[src/rtl/exec_issue_stage_pkg.sv]
`default_nettype none
// +----------------------------------------------------------------------+
// | exec_issue_stage_pkg : opcode, condition and shift-type constants     |
// | Revision: 1.0                                                         |
// +----------------------------------------------------------------------+
package exec_issue_stage_pkg;

    // Data-processing opcodes (ALU encoding)
    localparam logic [3:0] c_op_and = 4'b0000;
    localparam logic [3:0] c_op_eor = 4'b0001;
    localparam logic [3:0] c_op_sub = 4'b0010;
    localparam logic [3:0] c_op_add = 4'b0100;
    localparam logic [3:0] c_op_tst = 4'b1000;
    localparam logic [3:0] c_op_teq = 4'b1001;
    localparam logic [3:0] c_op_cmp = 4'b1010;
    localparam logic [3:0] c_op_orr = 4'b1100;
    localparam logic [3:0] c_op_mov = 4'b1101;
    localparam logic [3:0] c_op_bic = 4'b1110;
    localparam logic [3:0] c_op_mvn = 4'b1111;

    // Condition field encodings
    localparam logic [3:0] c_cond_eq = 4'b0000;
    localparam logic [3:0] c_cond_ne = 4'b0001;
    localparam logic [3:0] c_cond_cs = 4'b0010;
    localparam logic [3:0] c_cond_cc = 4'b0011;
    localparam logic [3:0] c_cond_mi = 4'b0100;
    localparam logic [3:0] c_cond_pl = 4'b0101;
    localparam logic [3:0] c_cond_vs = 4'b0110;
    localparam logic [3:0] c_cond_vc = 4'b0111;
    localparam logic [3:0] c_cond_hi = 4'b1000;
    localparam logic [3:0] c_cond_ls = 4'b1001;
    localparam logic [3:0] c_cond_ge = 4'b1010;
    localparam logic [3:0] c_cond_lt = 4'b1011;
    localparam logic [3:0] c_cond_gt = 4'b1100;
    localparam logic [3:0] c_cond_le = 4'b1101;
    localparam logic [3:0] c_cond_al = 4'b1110;
    localparam logic [3:0] c_cond_nv = 4'b1111;

    // Shift types
    localparam logic [1:0] c_sh_lsl = 2'b00;
    localparam logic [1:0] c_sh_lsr = 2'b01;
    localparam logic [1:0] c_sh_asr = 2'b10;
    localparam logic [1:0] c_sh_ror = 2'b11;

    // Compare/test ops: set flags implicitly, never write a register
    function automatic logic is_test_op(input logic [3:0] op);
        return (op == c_op_tst) || (op == c_op_teq) || (op == c_op_cmp);
    endfunction

    // Ops whose C and V come from the adder rather than the shifter
    function automatic logic is_arith_op(input logic [3:0] op);
        return (op == c_op_add) || (op == c_op_sub) || (op == c_op_cmp);
    endfunction

endpackage
`default_nettype wire

[src/rtl/exec_issue_stage_barrel_shifter.sv]
`default_nettype none
// +----------------------------------------------------------------------+
// | barrel_shifter : ARM operand-2 shifter, rotate-immediate, RRX, carry  |
// | Revision: 1.0                                                         |
// +----------------------------------------------------------------------+
module barrel_shifter
    import exec_issue_stage_pkg::*;
#(
    parameter int width = 32
) (
    input  logic [width-1:0] rm,
    input  logic [1:0]       sh_type,
    input  logic [4:0]       sh_amt,
    input  logic             imm_en,
    input  logic [11:0]      imm,
    input  logic             carry_in,
    output logic [width-1:0] operand,
    output logic             carry_out
);

    logic [4:0]       w_amt_m1;
    logic [4:0]       w_rot_amt;
    logic [width-1:0] w_imm_ext;
    logic [width-1:0] w_imm_rot;
    logic [width-1:0] w_shl_m1;
    logic [width-1:0] w_shr_m1;
    logic [width-1:0] w_ror;

    // Shifting by (amount-1) exposes the last bit shifted out at a fixed position
    assign w_amt_m1  = sh_amt - 5'd1;
    assign w_shl_m1  = rm << w_amt_m1;
    assign w_shr_m1  = rm >> w_amt_m1;
    assign w_ror     = (rm >> sh_amt) | (rm << (width - int'(sh_amt)));

    assign w_rot_amt = {imm[11:8], 1'b0};
    assign w_imm_ext = {{(width-8){1'b0}}, imm[7:0]};
    assign w_imm_rot = (w_imm_ext >> w_rot_amt) | (w_imm_ext << (width - int'(w_rot_amt)));

    always_comb begin
        operand   = rm;
        carry_out = carry_in;
        if (imm_en) begin
            operand   = w_imm_rot;
            carry_out = (imm[11:8] == 4'd0) ? carry_in : w_imm_rot[width-1];
        end else begin
            case (sh_type)
                c_sh_lsl: begin
                    if (sh_amt != 5'd0) begin
                        operand   = rm << sh_amt;
                        carry_out = w_shl_m1[width-1];
                    end
                end
                c_sh_lsr: begin
                    if (sh_amt == 5'd0) begin
                        operand   = '0;
                        carry_out = rm[width-1];
                    end else begin
                        operand   = rm >> sh_amt;
                        carry_out = w_shr_m1[0];
                    end
                end
                c_sh_asr: begin
                    if (sh_amt == 5'd0) begin
                        operand   = {width{rm[width-1]}};
                        carry_out = rm[width-1];
                    end else begin
                        operand   = $signed(rm) >>> sh_amt;
                        carry_out = w_shr_m1[0];
                    end
                end
                default: begin
                    // ROR #0 encodes RRX: one-bit rotate through carry
                    if (sh_amt == 5'd0) begin
                        operand   = {carry_in, rm[width-1:1]};
                        carry_out = rm[0];
                    end else begin
                        operand   = w_ror;
                        carry_out = w_ror[width-1];
                    end
                end
            endcase
        end
    end

endmodule
`default_nettype wire

[src/rtl/exec_issue_stage.sv]
`default_nettype none
// +----------------------------------------------------------------------+
// | exec_issue_stage : drives external ALU, evaluates condition, holds    |
// | result and NZCV flags in a one-entry output register. Revision: 1.0   |
// +----------------------------------------------------------------------+
module exec_issue_stage
    import exec_issue_stage_pkg::*;
#(
    parameter int width = 32
) (
    input  logic             clk,
    input  logic             reset,
    input  logic             in_valid,
    output logic             in_ready,
    input  logic [3:0]       in_cond,
    input  logic [3:0]       in_opcode,
    input  logic             in_s,
    input  logic [3:0]       in_rd,
    input  logic [width-1:0] in_rn_val,
    input  logic [width-1:0] in_rm_val,
    input  logic             in_imm_en,
    input  logic [11:0]      in_imm,
    input  logic [1:0]       in_sh_type,
    input  logic [4:0]       in_sh_amt,
    output logic [3:0]       alu_op,
    output logic [width-1:0] alu_oprd1,
    output logic [width-1:0] alu_oprd2,
    input  logic [width-1:0] alu_result,
    input  logic             alu_n,
    input  logic             alu_z,
    input  logic             alu_c,
    input  logic             alu_v,
    input  logic             flush,
    output logic             out_valid,
    input  logic             out_ready,
    output logic [3:0]       out_rd,
    output logic [width-1:0] out_result,
    output logic             out_wr_en,
    output logic [3:0]       nzcv
);

    logic             r_valid;
    logic [3:0]       r_rd;
    logic [width-1:0] r_result;
    logic             r_wr_en;
    logic [3:0]       r_nzcv;

    logic             w_accept;
    logic             w_cond_pass;
    logic             w_sh_carry;
    logic             w_test_op;
    logic             w_arith_op;
    logic [width-1:0] w_oprd2;

    logic w_n, w_z, w_c, w_v;
    assign {w_n, w_z, w_c, w_v} = r_nzcv;

    barrel_shifter #(.width(width)) u_shifter (
        .rm        (in_rm_val),
        .sh_type   (in_sh_type),
        .sh_amt    (in_sh_amt),
        .imm_en    (in_imm_en),
        .imm       (in_imm),
        .carry_in  (w_c),
        .operand   (w_oprd2),
        .carry_out (w_sh_carry)
    );

    // CMP is a SUB whose result is discarded
    assign alu_op     = (in_opcode == c_op_cmp) ? c_op_sub : in_opcode;
    assign alu_oprd1  = in_rn_val;
    assign alu_oprd2  = w_oprd2;

    assign w_test_op  = is_test_op(in_opcode);
    assign w_arith_op = is_arith_op(in_opcode);
    assign in_ready   = (!r_valid || out_ready) && !flush;
    assign w_accept   = in_valid && in_ready;

    always_comb begin
        w_cond_pass = 1'b0;
        case (in_cond)
            c_cond_eq: w_cond_pass = w_z;
            c_cond_ne: w_cond_pass = !w_z;
            c_cond_cs: w_cond_pass = w_c;
            c_cond_cc: w_cond_pass = !w_c;
            c_cond_mi: w_cond_pass = w_n;
            c_cond_pl: w_cond_pass = !w_n;
            c_cond_vs: w_cond_pass = w_v;
            c_cond_vc: w_cond_pass = !w_v;
            c_cond_hi: w_cond_pass = w_c && !w_z;
            c_cond_ls: w_cond_pass = !w_c || w_z;
            c_cond_ge: w_cond_pass = (w_n == w_v);
            c_cond_lt: w_cond_pass = (w_n != w_v);
            c_cond_gt: w_cond_pass = !w_z && (w_n == w_v);
            c_cond_le: w_cond_pass = w_z || (w_n != w_v);
            c_cond_al: w_cond_pass = 1'b1;
            default:   w_cond_pass = 1'b0;
        endcase
    end

    // Flags update at the accept edge, so the next instruction sees them directly
    always_ff @(posedge clk or posedge reset) begin
        if (reset) begin
            r_valid  <= 1'b0;
            r_rd     <= '0;
            r_result <= '0;
            r_wr_en  <= 1'b0;
            r_nzcv   <= '0;
        end else if (flush) begin
            r_valid <= 1'b0;
        end else if (w_accept) begin
            r_valid  <= 1'b1;
            r_rd     <= in_rd;
            r_result <= alu_result;
            r_wr_en  <= w_cond_pass && !w_test_op;
            if (w_cond_pass && (in_s || w_test_op)) begin
                r_nzcv <= {alu_n, alu_z,
                           w_arith_op ? alu_c : w_sh_carry,
                           w_arith_op ? alu_v : w_v};
            end
        end else if (out_ready) begin
            r_valid <= 1'b0;
        end
    end

    assign out_valid  = r_valid;
    assign out_rd     = r_rd;
    assign out_result = r_result;
    assign out_wr_en  = r_wr_en;
    assign nzcv       = r_nzcv;

endmodule
`default_nettype wire

[config.mk]
export PLATFORM = sky130hd
export DESIGN_NAME = exec_issue_stage
export DESIGN_NICKNAME = d
export VERILOG_FILES = /design/src/rtl/exec_issue_stage_pkg.sv /design/src/rtl/exec_issue_stage_barrel_shifter.sv /design/src/rtl/exec_issue_stage.sv
export SDC_FILE = /design/constraint.sdc
export NUM_CORES = 1
export LEC_CHECK = 0
export CAP_MARGIN = 20
export CORE_UTILIZATION = 45
export CTS_CLUSTER_SIZE = 24
export DETAILED_ROUTE_END_ITERATION = 10
export MAX_ROUTING_LAYER = met4
export PLACE_DENSITY = 0.74
export SLEW_MARGIN = 0
export SYNTH_ARGS = -nofsm -noshare
export SYNTH_HDL_FRONTEND = slang
export SYNTH_SLANG_ARGS = --single-unit
[constraint.sdc]
create_clock -name clk -period 12.3 [get_ports clk]
set_clock_uncertainty 0.05 [all_clocks]
set_input_delay 2.46 -clock clk [delete_from_list [all_inputs] [get_ports clk]]
set_output_delay 2.46 -clock clk [all_outputs]
set_load 0.01 [all_outputs]
==> run summary <==
most common cell in the netlist = nor2_1
crit path capture = alu_oprd2[24]
die height = 154 um
Final HPWL DP = 39,100 um
Rel. slew slack = 23.2%
via count = 11,900
clock sink total = 42
Setup crit start = in_sh_amt[0]
commonest cells in the netlist = 128 x nor2_1, 122 x nand2_1, 104 x mux4_2
vias in the first global route = 11,000
worst-path fanout max = 46
Levels on crit path = 12
post-synth top area cell = mux4_2
H-Tree Depth = 2
TritonCTS clock tree = done
post-synthesis cell type count = 85
final hold viol count = 0
largest net degree at the start of global routing = 64
outcome = finished clean
Cells after Synth = 1,245
Reg2Reg Setup Slack = 9.92 ns
share of the synthesized area in the top cell type = 22.6%
total CTS buffers = 5
row count = 55
syn_nets = 1,390
die area = 23,700 um2
VDD IR max = 56.9 uV
Yosys reg bits = 42
GRT Residual Overflow = 0
Post-CTS Setup Bufs = 0
DIE WIDTH = 154 um
yosys synthesis warning count = 0
period utilization = 79.7%
Critical Path Start Type = input pin
Hold Buf Count CTS = 0
Critical R2R Capture = nzcv[0]
setup_tns = 0 ns
All-Layer GR Usage = 45.2%
Post-CTS Resized = 0
Avg Cell Area, Syn = 8.34 um2
EDFF count, synth = 0
core area = 22,600 um2
critical path data arrival time = 7.29 ns
maximum root-to-sink buffer count = 2
Hold Crit Start = out_result[19]
sequential area share after synthesis = 10.1%
Final Wtd Congestion = 1.19
Power Density = 83.8 nW/um2
share of layout cells above drive strength 1 = 17.8%
Worst path most repeated cell = buf_4
CP Cell Sequence = buf_4, inv_2, ha_2, buf_4, mux2i_1, mux2_2, nor2_1, a31oi_1, a211oi_1, a2111oi_0, o32ai_1, clkdlybuf4s50_1
# DRC = 0
Critical R2R Launch = nzcv[3]
WS Path Type = input pin to output pin
Port-buffer cells = 184
nets@finish = 1,434
final setup vio count = 0
DR iter-0 viols = 1,814
clock root buffer = clkbuf_16
synthesized area = 10,400 um2
IO Pins = 249
Synth Flop Type = dfrtp_1
clk_lat worst skew = 0.29 ns
max incr delay on CP = 1.00 ns
R2R cell count = 7
global-route wire length before repair = 76,600 um
top cell family by delay on the critical path = buffers and inverters
WP data required = 9.79 ns
Area growth, synth to finish = 15.8%
synth top area cells = mux4_2 23%, dfrtp_1 10%, mux2i_1 8.3%
Total Power = 1.01 mW
Max Slew Vio Count = 0
f_max = 102 MHz
Initial Utilization = 45.9%
initial antenna violation count = 1
Async S/R FF share, synth = 100%
slew at the pin with the worst max-slew slack = 1.12 ns
TritonRoute pass-1 iters = 6
Routed Antenna Nets = 0
Post-Route WL = 52,800 um
nature of the critical path endpoint = output pin
MaxCap Viol Count = 0
post-layout min period = 9.80 ns
WP buf/inv = 4
CTS clk-pin slew, worst paths = 0.06 ns
cell with the largest stage delay on the worst path = a2111oi_0
leakage power = 4.36 nW
worst hold path class = flop to flop
drt via density = 7.55
RSZ-0062 raised after global routing = false
DR WL/cell = 33.5 um
==> metal layers <==
layer | global-route usage, % | part of all wire [%] | up-vias
li1 | - | - | 4886
met1 | 61.3 | 39 | 5728
met2 | 63.7 | 41 | 1054
met3 | 11.7 | 14 | 224
met4 | 18.3 | 5.7 | 0
met5 | - | 0 | -
==> layout by cell type, fill, tap and decap left out, types with 5 or more instances in the layout <==
cell type	n
a2111oi_0	7
o221ai_1	15
o41ai_1	6
clkdlybuf4s50_1	179
a22oi_1	7
inv_1	16
nand3_1	17
a221o_1	8
a21oi_1	74
ha_1	5
dfrtp_1	42
or3_1	7
nor3_1	30
a31oi_1	19
and2_1	10
nand2b_1	15
buf_4	31
o21ai_0	59
mux4_2	104
o22ai_1	15
o21ai_1	11
nor2_1	128
mux2_2	66
a221oi_1	10
nor2b_1	13
a21o_1	7
o211ai_1	10
mux2i_1	86
nand2_1	122
and3_1	8
a211oi_1	33
o31ai_1	7
o22a_1	6
clkbuf_16	5
==> where the power goes <==
group          leakage (nW)  switching (mW)  internal [mW]
clock                0.0771          0.0568         0.0959
sequential            0.497          0.0180          0.165
combinational          3.79           0.380          0.292
==> area by class of cell <==
class	instances	area, um2
inverters	22	82.6
flip-flops and latches	42	1050
clock inverters	2	37.5
repair buffers	214	2060
clock buffers	6	129
well taps	285	357
fillers	2180	10600
diodes	1	2.50
multi-input cells	1004	8300
==> cell families after synthesis <==
family	synth area share, %
buffers and inverters	10.1
adder cells (fa/ha/maj)	0.844
XOR/XNOR	0.663
multiplexers	38.4
AO/OA/AOI/OAI	23.7
flip-flops	10.1
AND/OR/NAND/NOR	16.2
==> how the worst min path moves through the flow <==
stage                      to  slack [ns]  cells past startpoint
3_3_place_gp        out_rd[1]        0.44                      1
2_1_floorplan       out_rd[0]        0.50                      1
3_5_place_dp        out_rd[1]        0.44                      1
6_report       out_result[19]        0.46                      1
5_1_grt        out_result[23]        0.47                      1
4_1_cts         out_result[9]        0.46                      1
==> flip-flops by register name, summed over array words and instances, names as in the netlist <==
name	count
nzcv	4
out_result	32
out_wr_en	1
out_rd	4
out_valid	1
==> metrics by stage <==
step	std cells	area, um2	util [%]	hold WS, ns	worst slack (ns)
CTS	1574	12000	53.0	0.459	2.68
floorplan	1245	10400	-	0.501	4.07
global placement	1566	11800	52.3	0.438	2.68
finish	1576	12000	53.1	0.456	2.50
detailed placement	1566	11800	52.3	0.444	2.70
global route	1576	12000	53.1	0.469	2.21
Note: power is estimated with default switching activity, not from simulation.
